===== config.mk =====
export PLATFORM = sky130hd
export DESIGN_NAME = cf_pio_timing_engine
export DESIGN_NICKNAME = d
export VERILOG_FILES = /design/src/rtl/cf_pio_pkg.sv /design/src/rtl/cf_sync.sv /design/src/rtl/cf_pio_timing_engine.sv
export SDC_FILE = /design/constraint.sdc
export NUM_CORES = 1
export LEC_CHECK = 0
export CORE_ASPECT_RATIO = 2
export CORE_MARGIN = 2
export CORE_UTILIZATION = 58
export DETAILED_ROUTE_END_ITERATION = 8
export PLACE_DENSITY = 0.8
export SYNTH_ARGS = -nofsm -noshare
export SYNTH_HDL_FRONTEND = slang
export SYNTH_SLANG_ARGS = --single-unit

===== constraint.sdc =====
create_clock -name osc_40mhz -period 2.5 [get_ports osc_40mhz]
set_input_delay 0.5 -clock osc_40mhz [delete_from_list [all_inputs] [get_ports osc_40mhz]]
set_output_delay 0.5 -clock osc_40mhz [all_outputs]
set_load 0.02 [all_outputs]

===== src/rtl/cf_pio_pkg.sv =====
// Shared types and constants for the CompactFlash PIO timing engine.
// Holds the FSM state encoding, the timing-table entry layout and the power-on table.
package cf_pio_pkg;

  localparam int unsigned PIO_CNT_BITS = 5;
  localparam logic [2:0]  FC_SUP_DATA  = 3'b101;

  typedef enum logic [2:0] {
    ST_IDLE,
    ST_SETUP,
    ST_ACTIVE,
    ST_HOLD,
    ST_RECOV
  } pio_state_t;

  typedef struct packed {
    logic [PIO_CNT_BITS-1:0] setup;
    logic [PIO_CNT_BITS-1:0] active;
    logic [PIO_CNT_BITS-1:0] recov;
  } pio_timing_t;

  localparam pio_timing_t PIO0_TIMING = '{setup: 5'd3, active: 5'd7, recov: 5'd15};
  localparam pio_timing_t PIO2_TIMING = '{setup: 5'd2, active: 5'd4, recov: 5'd5};
  localparam pio_timing_t PIO4_TIMING = '{setup: 5'd1, active: 5'd3, recov: 5'd2};

  // Power-on contents of the timing table; entry 3 mirrors the slowest mode.
  function automatic pio_timing_t default_timing(input logic [1:0] idx);
    case (idx)
      2'd1:    return PIO2_TIMING;
      2'd2:    return PIO4_TIMING;
      default: return PIO0_TIMING;
    endcase
  endfunction

endpackage


===== src/rtl/cf_sync.sv =====
// Two-flop synchroniser for asynchronous bus and card inputs.
// Resets to all ones so active-low inputs come up negated.
module cf_sync #(
  parameter int unsigned W = 1
) (
  input  logic         clk,
  input  logic         rst_n,
  input  logic [W-1:0] d,
  output logic [W-1:0] q
);

  logic [W-1:0] meta;

  always_ff @(posedge clk or negedge rst_n) begin
    if (!rst_n) begin
      meta <= '1;
      q    <= '1;
    end else begin
      meta <= d;
      q    <= meta;
    end
  end

endmodule


===== src/rtl/cf_pio_timing_engine.sv =====
// CompactFlash PIO cycle generator: programmable setup/active/recovery timing,
// IORDY wait insertion with a sticky timeout, and abort when the card select drops.
module cf_pio_timing_engine
  import cf_pio_pkg::*;
#(
  parameter int unsigned CNT_BITS = PIO_CNT_BITS,
  parameter int unsigned TMO_BITS = 10,
  parameter bit          IORDY_EN = 1'b1
) (
  input  logic                osc_40mhz,
  input  logic                n_reset,
  input  logic                n_sel,
  input  logic                n_uds,
  input  logic                n_lds,
  input  logic                n_write,
  input  logic [2:0]          fc,
  input  logic [1:0]          addr,
  input  logic [1:0]          mode,
  input  logic                cfg_wr,
  input  logic [1:0]          cfg_idx,
  input  logic [CNT_BITS-1:0] cfg_setup,
  input  logic [CNT_BITS-1:0] cfg_active,
  input  logic [CNT_BITS-1:0] cfg_recov,
  input  logic                iordy,
  output logic                n_cs0,
  output logic                n_cs1,
  output logic                n_rd,
  output logic                n_wr,
  output logic                cf_ddir,
  output logic                n_dtack_drv,
  output logic                busy,
  output logic                timeout_err
);

  // Last wait clock before the timeout fires: the 2**TMO_BITS-1'th waiting clock.
  localparam logic [TMO_BITS-1:0] TMO_TRIP = {{(TMO_BITS-1){1'b1}}, 1'b0};

  // Count value loaded on phase entry; a programmed 0 behaves like 1.
  function automatic logic [CNT_BITS-1:0] load_val(input logic [PIO_CNT_BITS-1:0] f);
    logic [CNT_BITS-1:0] v;
    v = CNT_BITS'(f);
    return (v == '0) ? '0 : v - CNT_BITS'(1);
  endfunction

  logic [3:0] sync_q;
  logic       sel_s;
  logic       strb;
  logic       ready_s;
  logic       start;

  cf_sync #(.W(4)) u_sync (
    .clk   (osc_40mhz),
    .rst_n (n_reset),
    .d     ({n_sel, n_uds, n_lds, iordy}),
    .q     (sync_q)
  );

  assign sel_s   = sync_q[3];
  assign strb    = !sync_q[2] || !sync_q[1];
  assign ready_s = sync_q[0] | ~IORDY_EN;
  assign start   = !sel_s && (fc == FC_SUP_DATA) && !addr[1];

  pio_timing_t table_q [4];

  // Timing table; writes land immediately but only take effect at the next cycle start.
  always_ff @(posedge osc_40mhz or negedge n_reset) begin
    if (!n_reset) begin
      for (int i = 0; i < 4; i++) table_q[i] <= default_timing(2'(i));
    end else if (cfg_wr) begin
      table_q[cfg_idx] <= '{setup:  PIO_CNT_BITS'(cfg_setup),
                            active: PIO_CNT_BITS'(cfg_active),
                            recov:  PIO_CNT_BITS'(cfg_recov)};
    end
  end

  pio_state_t          state_q, state_d;
  logic [CNT_BITS-1:0] cnt_q, cnt_d;
  logic [CNT_BITS-1:0] act_q, act_d;
  logic [CNT_BITS-1:0] rec_q, rec_d;
  logic [TMO_BITS-1:0] tmo_q, tmo_d;
  logic                rd_q, rd_d;
  logic                a4_q, a4_d;
  logic                err_d;
  logic                cnt_done;
  logic                in_xfer;
  logic                cs0_d, cs1_d, rd_n_d, wr_n_d, ddir_d, dtack_d, busy_d;

  always_ff @(posedge osc_40mhz or negedge n_reset) begin
    if (!n_reset) begin
      state_q     <= ST_IDLE;
      cnt_q       <= '0;
      act_q       <= '0;
      rec_q       <= '0;
      tmo_q       <= '0;
      rd_q        <= 1'b0;
      a4_q        <= 1'b0;
      timeout_err <= 1'b0;
      n_cs0       <= 1'b1;
      n_cs1       <= 1'b1;
      n_rd        <= 1'b1;
      n_wr        <= 1'b1;
      cf_ddir     <= 1'b1;
      n_dtack_drv <= 1'b1;
      busy        <= 1'b0;
    end else begin
      state_q     <= state_d;
      cnt_q       <= cnt_d;
      act_q       <= act_d;
      rec_q       <= rec_d;
      tmo_q       <= tmo_d;
      rd_q        <= rd_d;
      a4_q        <= a4_d;
      timeout_err <= err_d;
      n_cs0       <= cs0_d;
      n_cs1       <= cs1_d;
      n_rd        <= rd_n_d;
      n_wr        <= wr_n_d;
      cf_ddir     <= ddir_d;
      n_dtack_drv <= dtack_d;
      busy        <= busy_d;
    end
  end

  // Next state, shared phase counter, and output decode of the next state.
  always_comb begin
    state_d  = state_q;
    cnt_d    = cnt_q;
    act_d    = act_q;
    rec_d    = rec_q;
    tmo_d    = tmo_q;
    rd_d     = rd_q;
    a4_d     = a4_q;
    err_d    = timeout_err;
    cnt_done = (cnt_q == '0);

    if (cfg_wr) err_d = 1'b0;

    case (state_q)
      ST_IDLE: begin
        if (start) begin
          state_d = ST_SETUP;
          rd_d    = n_write;
          a4_d    = addr[0];
          cnt_d   = load_val(table_q[mode].setup);
          act_d   = load_val(table_q[mode].active);
          rec_d   = load_val(table_q[mode].recov);
        end
      end
      ST_SETUP: begin
        if (sel_s) begin
          state_d = ST_RECOV;
          cnt_d   = rec_q;
        end else if (!cnt_done) begin
          cnt_d = cnt_q - CNT_BITS'(1);
        end else if (strb) begin
          state_d = ST_ACTIVE;
          cnt_d   = act_q;
          tmo_d   = '0;
        end
      end
      ST_ACTIVE: begin
        if (sel_s) begin
          state_d = ST_RECOV;
          cnt_d   = rec_q;
        end else if (!cnt_done) begin
          cnt_d = cnt_q - CNT_BITS'(1);
        end else if (ready_s) begin
          state_d = ST_HOLD;
        end else if (tmo_q == TMO_TRIP) begin
          state_d = ST_HOLD;
          err_d   = 1'b1;
        end else begin
          tmo_d = tmo_q + TMO_BITS'(1);
        end
      end
      ST_HOLD: begin
        if (sel_s || !strb) begin
          state_d = ST_RECOV;
          cnt_d   = rec_q;
        end
      end
      ST_RECOV: begin
        if (!cnt_done) cnt_d = cnt_q - CNT_BITS'(1);
        else           state_d = ST_IDLE;
      end
      default: state_d = ST_IDLE;
    endcase

    in_xfer = (state_d == ST_SETUP) || (state_d == ST_ACTIVE) || (state_d == ST_HOLD);
    cs0_d   = !(in_xfer && !a4_d);
    cs1_d   = !(in_xfer && a4_d);
    rd_n_d  = !(rd_d && ((state_d == ST_ACTIVE) || (state_d == ST_HOLD)));
    wr_n_d  = !(!rd_d && (state_d == ST_ACTIVE));
    ddir_d  = !(rd_d && in_xfer);
    dtack_d = !(state_d == ST_HOLD);
    busy_d  = (state_d != ST_IDLE);
  end

endmodule


### Yosys cells after proc, flatten, opt, wreduce, memory -nomap -nowiden

Index checks and enable logic that the tools add are counted.

* logic and storage cells: 141
* memories kept: 0
* memory bits (read-only): 0
* output and inout bits: 8
* RAM bits: 0
* bits in registers: 106
* input bits: 32
* bits in latches: 0

* muxes and demuxes: 46
* div/mod/pow operators: 0
* eq/ne operators: 19
* add/sub/neg operators: 5
* bitwise gates (word level): 2
* reductions and logical operators: 37
* magnitude comparators: 3
* multiply operators: 0
* shifts and indexed selects: 0

Operators by type and width (number)
* $mux 10: 7
* $bwmux 60: 1
* $mux 5: 10
* $mux 15: 3
* $bmux 15 s2: 1
* $demux 15 s2: 1
* $mux 3: 10
* $pmux 5 s5: 1
* $logic_not 5->1: 4
* $pmux 10 s2: 1
* $sub 5x1->5 const B: 4
* $ne 2x2->1 const B: 9
* $pmux 3 s5: 1
* $logic_not 1->1: 13
* $eq 3x2->1 const B: 4
* $add 10x1->10 const B: 1
* $eq 10x10->1 const B: 1
* $mux 1: 10
* $logic_and 1x1->1: 8
* $reduce_and 8->1: 1
* $eq 3x1->1 const B: 2
* $eq 3x3->1 const B: 2
* $ge 3x3->1 const B: 2
* $not 2->3: 2
* other kinds (9): 13

### Depth between registers and ports, before layout

Gate-level depths: netlist of the first run.

* word-level depth: 11
* depth in mapped cells: 9
* depth with buffers taken out: 7

### By module

A second synthesis of the first run with hierarchy kept.

* cell total of the unflattened synthesis: 396
* area, all modules: 5111.2 µm²

By module, submodules not included
* cf_pio_timing_engine: sequential area each 2492.4 µm², area an instance 4901.0 µm², times used 1, cells an instance 388
* cf_sync: sequential area each 210.2 µm², area an instance 210.2 µm², times used 1, cells an instance 8

### Least setup slack after synthesis of the first run

OpenSTA, ideal clock, no wires.

* path type: input to register
* start: input mode[0]
* end: register cnt_q[1]
* path buffers: 1
* library setup time: 0.125 ns
* data required time: 2.375 ns
* arrival: 2.402 ns
* cell stages on the path: 8
* path slack: -0.026 ns
* cell sequence: buf_2 mux4_2 inv_1 ha_1 inv_1 o41ai_1 o211ai_1 mux2_2

* word-level cells in the longest chain between the ends: 8
* elaborated cells on any way between the ends: 9
* classes of those cells: add/sub (1); mux (6); bitwise (1); reduce/logical (1)

Ends and longest elaborated chain
* start: declaration: line cf_pio_timing_engine.sv:18 `input logic [1:0] mode,`
* $not 2->3 (not written as such) *: line cf_pio_timing_engine.sv:144 `cnt_d = load_val(table_q[mode].setup);`
* $bmux 15 s2 *: line cf_pio_timing_engine.sv:144
* $mux 15 * (2 in a row)
* $sub 5x1->5 / $logic_not 5->1 (equally long branches): line cf_pio_timing_engine.sv:42 `return (v == '0) ? '0 : v - CNT_BITS'(1);`
* $mux 5 *: line cf_pio_timing_engine.sv:42
* $mux 5 *: line cf_pio_timing_engine.sv:140 `if (start) begin`
* $pmux 5 s5 *: line cf_pio_timing_engine.sv:138 `case (state_q)`
* end signal: assignment: line cf_pio_timing_engine.sv:107 `cnt_q <= cnt_d;`
* end: declaration: line cf_pio_timing_engine.sv:77 `logic [CNT_BITS-1:0] cnt_q, cnt_d;`

Every way passes the cells marked *; elsewhere a longest branch is shown, timed or not. The select of a mux whose other input is x is not followed.
A chain may end at the register's enable or synchronous reset.

### Worst setup path in the final report of the first run

* start: register cnt_q[1]
* end: register cnt_q[3]

* word-level cells in the longest chain between the ends: 4
* elaborated cells on any way between the ends: 9
* classes of those cells: add/sub (1); eq/ne (1); mux (5); reduce/logical (2)

Ends and longest elaborated chain (line)
* $sub 5x1->5 / $logic_not 5->1 (equally long branches)
* $mux 5, on equally long branches: cf_pio_timing_engine.sv:165, cf_pio_timing_engine.sv:183, cf_pio_timing_engine.sv:153
* $mux 5, on equally long branches: cf_pio_timing_engine.sv:162, cf_pio_timing_engine.sv:150
* $pmux 5 s5: cf_pio_timing_engine.sv:138

Several ways; a longest one is shown, not always the timed one.

==> results_dict.tcl, run 1 <==
set metrics [dict create \
    status "finished, final reports clean" \
    io_buffers 39 \
    track_usage_pct 24.3 \
    regToRegSetupSlack_ns 0.17 \
    fin_crit_ns 2.33 \
    syn_nets 423 \
    grt_max_degree 53 \
    drv_cap 0 \
    root_buffer "clkbuf_16" \
    post_cts_buffers 0 \
    crit_chain "inv_1 -> ha_1 -> buf_4 -> nor4b_4 -> buf_4 -> a31oi_1 -> a222oi_1 -> o21ai_0 -> mux2_2" \
    critPathMaxFanout 5 \
    grt.overflow.total 0 \
    start_kind "flip-flop" \
    worst_pin_slew_ns 0.527 \
    ys_seq_area_share_pct 54.4 \
    final_nets 490 \
    power_density_nw_per_um2 841 \
    final_cell_area_um2 6020 \
    holdBufCountCts 0 \
    drt_iter0_drc 288 \
    clk_path_buf_depth 2 \
    cpPeakStageDelay_ns 0.46 \
    hold_viol 0 \
    crit_top_cell "buf_4" \
    ys_types 54 \
    routed_wl_um 10300 \
    num_vias 3364 \
    grt_pass1_wl_um 17600 \
    syn_inst 384 \
    dp_cells 538 \
    whs_ns 0.0734 \
    std_cell_rows 47 \
    synth_edf_count 0 \
    hold_class "input port to asynchronous set/reset pin" \
    grt_setup_unrepaired "no" \
    htreeDepth 3 \
    post-route-period-util_pct 93.0 \
    drive_above_1_share_pct 39.3 \
    setup_viol 0 \
    antenna_found_initial 0 \
    async_flop_share_pct 100 \
    place_congestion 0.808 \
    dp_hpwl_um 7380 \
    vdd_drop_max_v 0.000619 \
    rr_startpoint "cnt_q[1]" \
    worstPathRequired_ns 2.74 \
    io_pins 40 \
    antenna_cells 0 \
    cts_sinks 106 \
    critPathSlowestCell "a222oi_1" \
    grt_pass1_vias 3665 \
    clock_latency_ns 0.35 \
    setup_ws_ns 0.175 \
    slew_headroom_pct 64.3 \
    areaGrowthSynthToFinish_pct 21.2 \
    postPlaceCellArea_um2 5680 \
    drc 0 \
    path_clk_slew_ns 0.07 \
    start_util_pct 59.9 \
    reg2reg_to "cnt_q[3]" \
    syn_area_um2 4970 \
    syn_avg_cell_area_um2 12.9 \
    dieArea_um2 9370 \
    n_fill_cell 582 \
    wl_per_cell_um 18.6 \
    crit_type "flip-flop to flip-flop" \
    finalNonFillerCells 554 \
    ys_ff_latch 106 \
    die_h_um 135 \
    core_um2 8290 \
    arrival_ns 2.56 \
    avgViaCountPerCell 6.07 \
    yosysWarningCount 0 \
    ant_nets 0 \
    place_ws_ns -0.526 \
    reg2reg_depth 9 \
    firstDrtPassIters 4 \
    finalClockSkew_ns 0.00534 \
    max_freq_mhz 430 \
    cp_top_family "compound AO/OA/AOI/OAI gates" \
    die_x_um 69.4 \
    crit_buf_inv 3 \
    leakage_nw 2.50 \
    numCtsBuffers 9 \
    drv_slew 0 \
    cts_tree "done" \
    worstSetupEndpointType "flip-flop" \
    ys.flop_type "dfrtp_1" \
]
==> state kept, by name (all words and copies together), names as in the netlist, 3 cells and up <==
signal	flops
rec_q	5
act_q	5
u_sync.meta	4
state_q	3
tmo_q	10
cnt_q	5
u_sync.q	4
table_q	60
==> placed cells by master, fill, tap and decap left out, types with 2 or more instances in the layout <==
master	n
dfrtp_1	66
mux2_2	64
dfstp_2	40
clkdlybuf4s50_1	37
nand2_1	32
buf_4	30
o21ai_0	21
inv_1	16
mux4_2	15
a21oi_1	11
nor2_1	9
clkbuf_16	9
or3_1	7
ha_1	7
nor3_1	6
xnor2_1	6
nand3_1	5
or4_1	5
o31ai_1	4
a22oi_1	4
and3_1	3
nand3b_1	3
o211ai_1	3
a31oi_1	2
and4_1	2
a21o_1	2
mux2i_1	2
nand4_1	2
or4b_2	2
o21bai_1	2
clkinv_2	2
==> through the flow <==
step / setup TNS, ns / util, % / total power [mW]
final: 0 / 72.6 / 5.06
after global routing: 0 / 72.6 / 5.32
after CTS: 0 / 72.3 / 5.07
after detailed placement: -4.63 / 68.5 / 3.60
after global placement: -3.60 / 68.5 / 3.53
after floorplan: 0 / - / 3.13
==> kinds of logic (layout without fill, tap and decap cells) <==
family	after synthesis	count (layout)	synth area share [%]
and+or+nand+nor	89	89	10.1
xor gates and xnor gates	7	7	1.23
muxes	81	81	21.7
DFF	106	106	54.4
adders and majority gates	7	7	1.76
AOI/OAI and AO/OA	64	64	8.46
buffers and inverters	30	102	2.34
==> where the power goes <==
part	leakage (nW)	switching (mW)	internal, mW
Clock	0.149	0.609	0.804
Combinational	1.11	0.589	0.693
Sequential	1.24	0.245	2.12
Total	2.50	1.44	3.62
==> how the worst max path moves through the flow <==
stage,startpoint,endpoint,slack [ns],cells past startpoint
3_5_place_dp,mode[0],cnt_q[3],-0.53,8
3_3_place_gp,mode[0],cnt_q[3],-0.39,8
2_1_floorplan,mode[0],cnt_q[1],0.09,8
4_1_cts,cnt_q[1],tmo_q[5],0.007,8
5_1_grt,cnt_q[1],tmo_q[9],0.01,8
6_report,cnt_q[1],cnt_q[3],0.17,9
==> synthesized netlist by cell type (all sizes together) (4+ instances only) <==
library cell | count | area share [%]
nor2 | 9 | 0.68
a21oi | 11 | 1.1
dfstp | 40 | 21
mux2 | 64 | 15
ha | 7 | 1.8
dfrtp | 66 | 33
nor3 | 6 | 0.60
mux4 | 15 | 6.8
or4 | 5 | 0.76
xnor2 | 6 | 1.1
clkbuf | 11 | 0.83
a22oi | 4 | 0.60
nand3 | 5 | 0.50
o21ai | 21 | 2.1
inv | 16 | 1.2
nand2 | 33 | 2.5
or3 | 7 | 0.88
o31ai | 4 | 0.60
==> repair_timing <==
item                       in CTS  in global routing
resized for setup               2                  6
setup endpoints to repair       4                 24
pin swaps                       1                  1
==> layer usage <==
metal / global-route usage (%) / vias to the layer above / routed length [µm] / part of all wire [%]
li1: - / 1561 / - / -
met1: 25.7 / 1692 / 3610 / 35
met2: 45.0 / 77 / 5960 / 58
met3: 4.03 / 34 / 297 / 2.9
met4: 13.4 / 0 / 451 / 4.4
met5: 0 / - / 0 / 0
==> final cells by class <==
| cell class | count | area [µm²] | area share [%] |
|---|---|---|---|
| timing repair buffer | 70 | 639 | 10.6 |
| clock buffer | 10 | 239 | 3.97 |
| clock inverter | 6 | 62.6 | 1.04 |
| inverter | 16 | 60.1 | 0.998 |
| tap | 98 | 123 | 2.04 |
| multi-input combinational | 248 | 2190 | 36.4 |
| sequential | 106 | 2700 | 44.9 |
(Power assumes the default switching activity.)
==> run 2, diff against run 1 <==
- SKIP_CTS_REPAIR_TIMING: not set -> 1
==> run 2 against run 1 <==
Against the previous run: sequential power about the same; global-route usage down 0.076 points; clock power about the same; count of clock-buffer cells in the layout unchanged; utilization unchanged; die area unchanged; routed wire length about the same; cell count unchanged.
==> results_dict.tcl, run 2 (synthesis gave the netlist of run 1 again) <==
set metrics [dict create \
    status "finished, final reports clean" \
    final_cell_area_um2 6020 \
    grt_max_degree 53 \
    numCtsBuffers 9 \
    io_buffers 39 \
    max_freq_mhz 428 \
    hold_viol 0 \
    grt_pass1_vias 3649 \
    clk_path_buf_depth 2 \
    setup_viol 0 \
    worstPathRequired_ns 2.73 \
    reg_top3 "table_q x60, tmo_q x10" \
    place_ws_ns -0.526 \
    fin_crit_ns 2.34 \
    wl_per_cell_um 18.6 \
    track_usage_pct 24.2 \
    drv_cap 0 \
    cpPeakStageDelay_ns 0.47 \
    drc 0 \
    crit_start "cnt_q[1]" \
    leakage_nw 2.50 \
    crit_buf_inv 3 \
    num_vias 3378 \
    worstSetupEndpointType "flip-flop" \
    core_um2 8290 \
    layout_commonest_cell "dfrtp_1" \
    std_cell_rows 47 \
    io_pins 40 \
    clock_latency_ns 0.35 \
    reg2reg_to "cnt_q[3]" \
    dieArea_um2 9370 \
    ant_nets 0 \
    antenna_found_initial 0 \
    cts_tree "done" \
    grt_setup_unrepaired "no" \
    grt.overflow.total 0 \
    largest_reg_flops 60 \
    hold_class "input port to asynchronous set/reset pin" \
    regToRegSetupSlack_ns 0.16 \
    reg2reg_depth 9 \
    drt_iter0_drc 261 \
    power_density_nw_per_um2 841 \
    worst_pin_slew_ns 0.531 \
    rr_startpoint "cnt_q[1]" \
    cp_top_family "compound AO/OA/AOI/OAI gates" \
    critPathSlowestCell "a222oi_1" \
    grt_pass1_wl_um 17600 \
    dp_hpwl_um 7380 \
    start_kind "flip-flop" \
    post-route-period-util_pct 93.5 \
    drv_slew 0 \
    final_cell_mix "66 x dfrtp_1, 64 x mux2_2, 40 x dfstp_2, 37 x clkdlybuf4s50_1, 32 x nand2_1" \
    regMostFlops "table_q" \
    seq_area_um2 2700 \
    cts_sinks 106 \
    routed_wl_um 10300 \
    cp.depth 9 \
    total_power_mw 5.06 \
    final_nets 490 \
    antenna_cells 0 \
    crit_end "cnt_q[3]" \
    n_fill_cell 582 \
    crit_type "flip-flop to flip-flop" \
    root_buffer "clkbuf_16" \
    areaGrowthSynthToFinish_pct 21.2 \
    firstDrtPassIters 4 \
    place_congestion 0.808 \
    avgViaCountPerCell 6.10 \
    die_x_um 69.4 \
    postPlaceCellArea_um2 5680 \
    crit_top_cell "buf_4" \
    start_util_pct 59.9 \
    slew_headroom_pct 64.1 \
    arrival_ns 2.57 \
    setup_ws_ns 0.163 \
    critPathMaxFanout 5 \
    finalClockSkew_ns 0.00496 \
    multi_input_comb_area_um2 2190 \
    path_clk_slew_ns 0.07 \
    die_h_um 135 \
    vdd_drop_max_v 0.000618 \
    setup_tns_ns 0 \
    htreeDepth 3 \
    crit_chain "inv_1 -> ha_1 -> buf_4 -> nor4b_4 -> buf_4 -> a31oi_1 -> a222oi_1 -> o21ai_0 -> mux2_2" \
    drive_above_1_share_pct 39.3 \
]
## run 2: cell counts in the layout (fill, tap and decap cells not counted)
No cell type changed its count.
## run 2: metrics by stage
step | hold WS, ns | util, % | std cells
finish | 0.0759 | 72.6 | 554
global route | 0.0996 | 72.6 | 554
CTS | 0.0850 | 72.1 | 554
floorplan | 0.204 | - | 384
detailed placement | 0.347 | 68.5 | 538
global placement | 0.347 | 68.5 | 538
## run 2: final cells by class
class / count / area share [%]
flip-flops and latches: 106 / 44.9
multi-input cells: 248 / 36.4
well taps: 98 / 2.04
repair buffers: 70 / 10.6
inverters: 16 / 0.998
clock buffers: 10 / 3.97
clock inverters: 6 / 1.04
## run 2: how the worst min path moves through the flow
stage	startpoint	end	slack [ns]	cells past startpoint
final	n_reset	table_q[59]	0.08	1
after global routing	n_reset	table_q[59]	0.1	1
after CTS	n_reset	table_q[59]	0.09	1
after detailed placement	u_sync.meta[1]	u_sync.q[1]	0.35	0
after global placement	u_sync.meta[3]	u_sync.q[3]	0.35	0
after floorplan	n_reset	a4_q	0.20	0
## run 2: worst register-to-register path, cell delays in order, from the launching register on
cell and delay, ns:
dfrtp_1 0.39, inv_1 0.12, ha_1 0.18, buf_4 0.12, nor4b_4 0.21, buf_4 0.19, a31oi_1 0.10, a222oi_1 0.47
o21ai_0 0.17, mux2_2 0.28
## run 2: metal layers
layer  global-route usage [%]  up-vias  wire [µm]
li1                         -     1562          -
met5                        0        -          0
met2                     44.8       74       5940
met1                     25.7     1703       3630
met3                     4.10       39        284
met4                     13.2        0        460
## run 2: power by group
group	total [mW]	internal (mW)	switching, mW	leakage (nW)
registers	2.36	2.12	0.244	1.24
clock network	1.41	0.804	0.608	0.149
logic	1.28	0.694	0.590	1.11
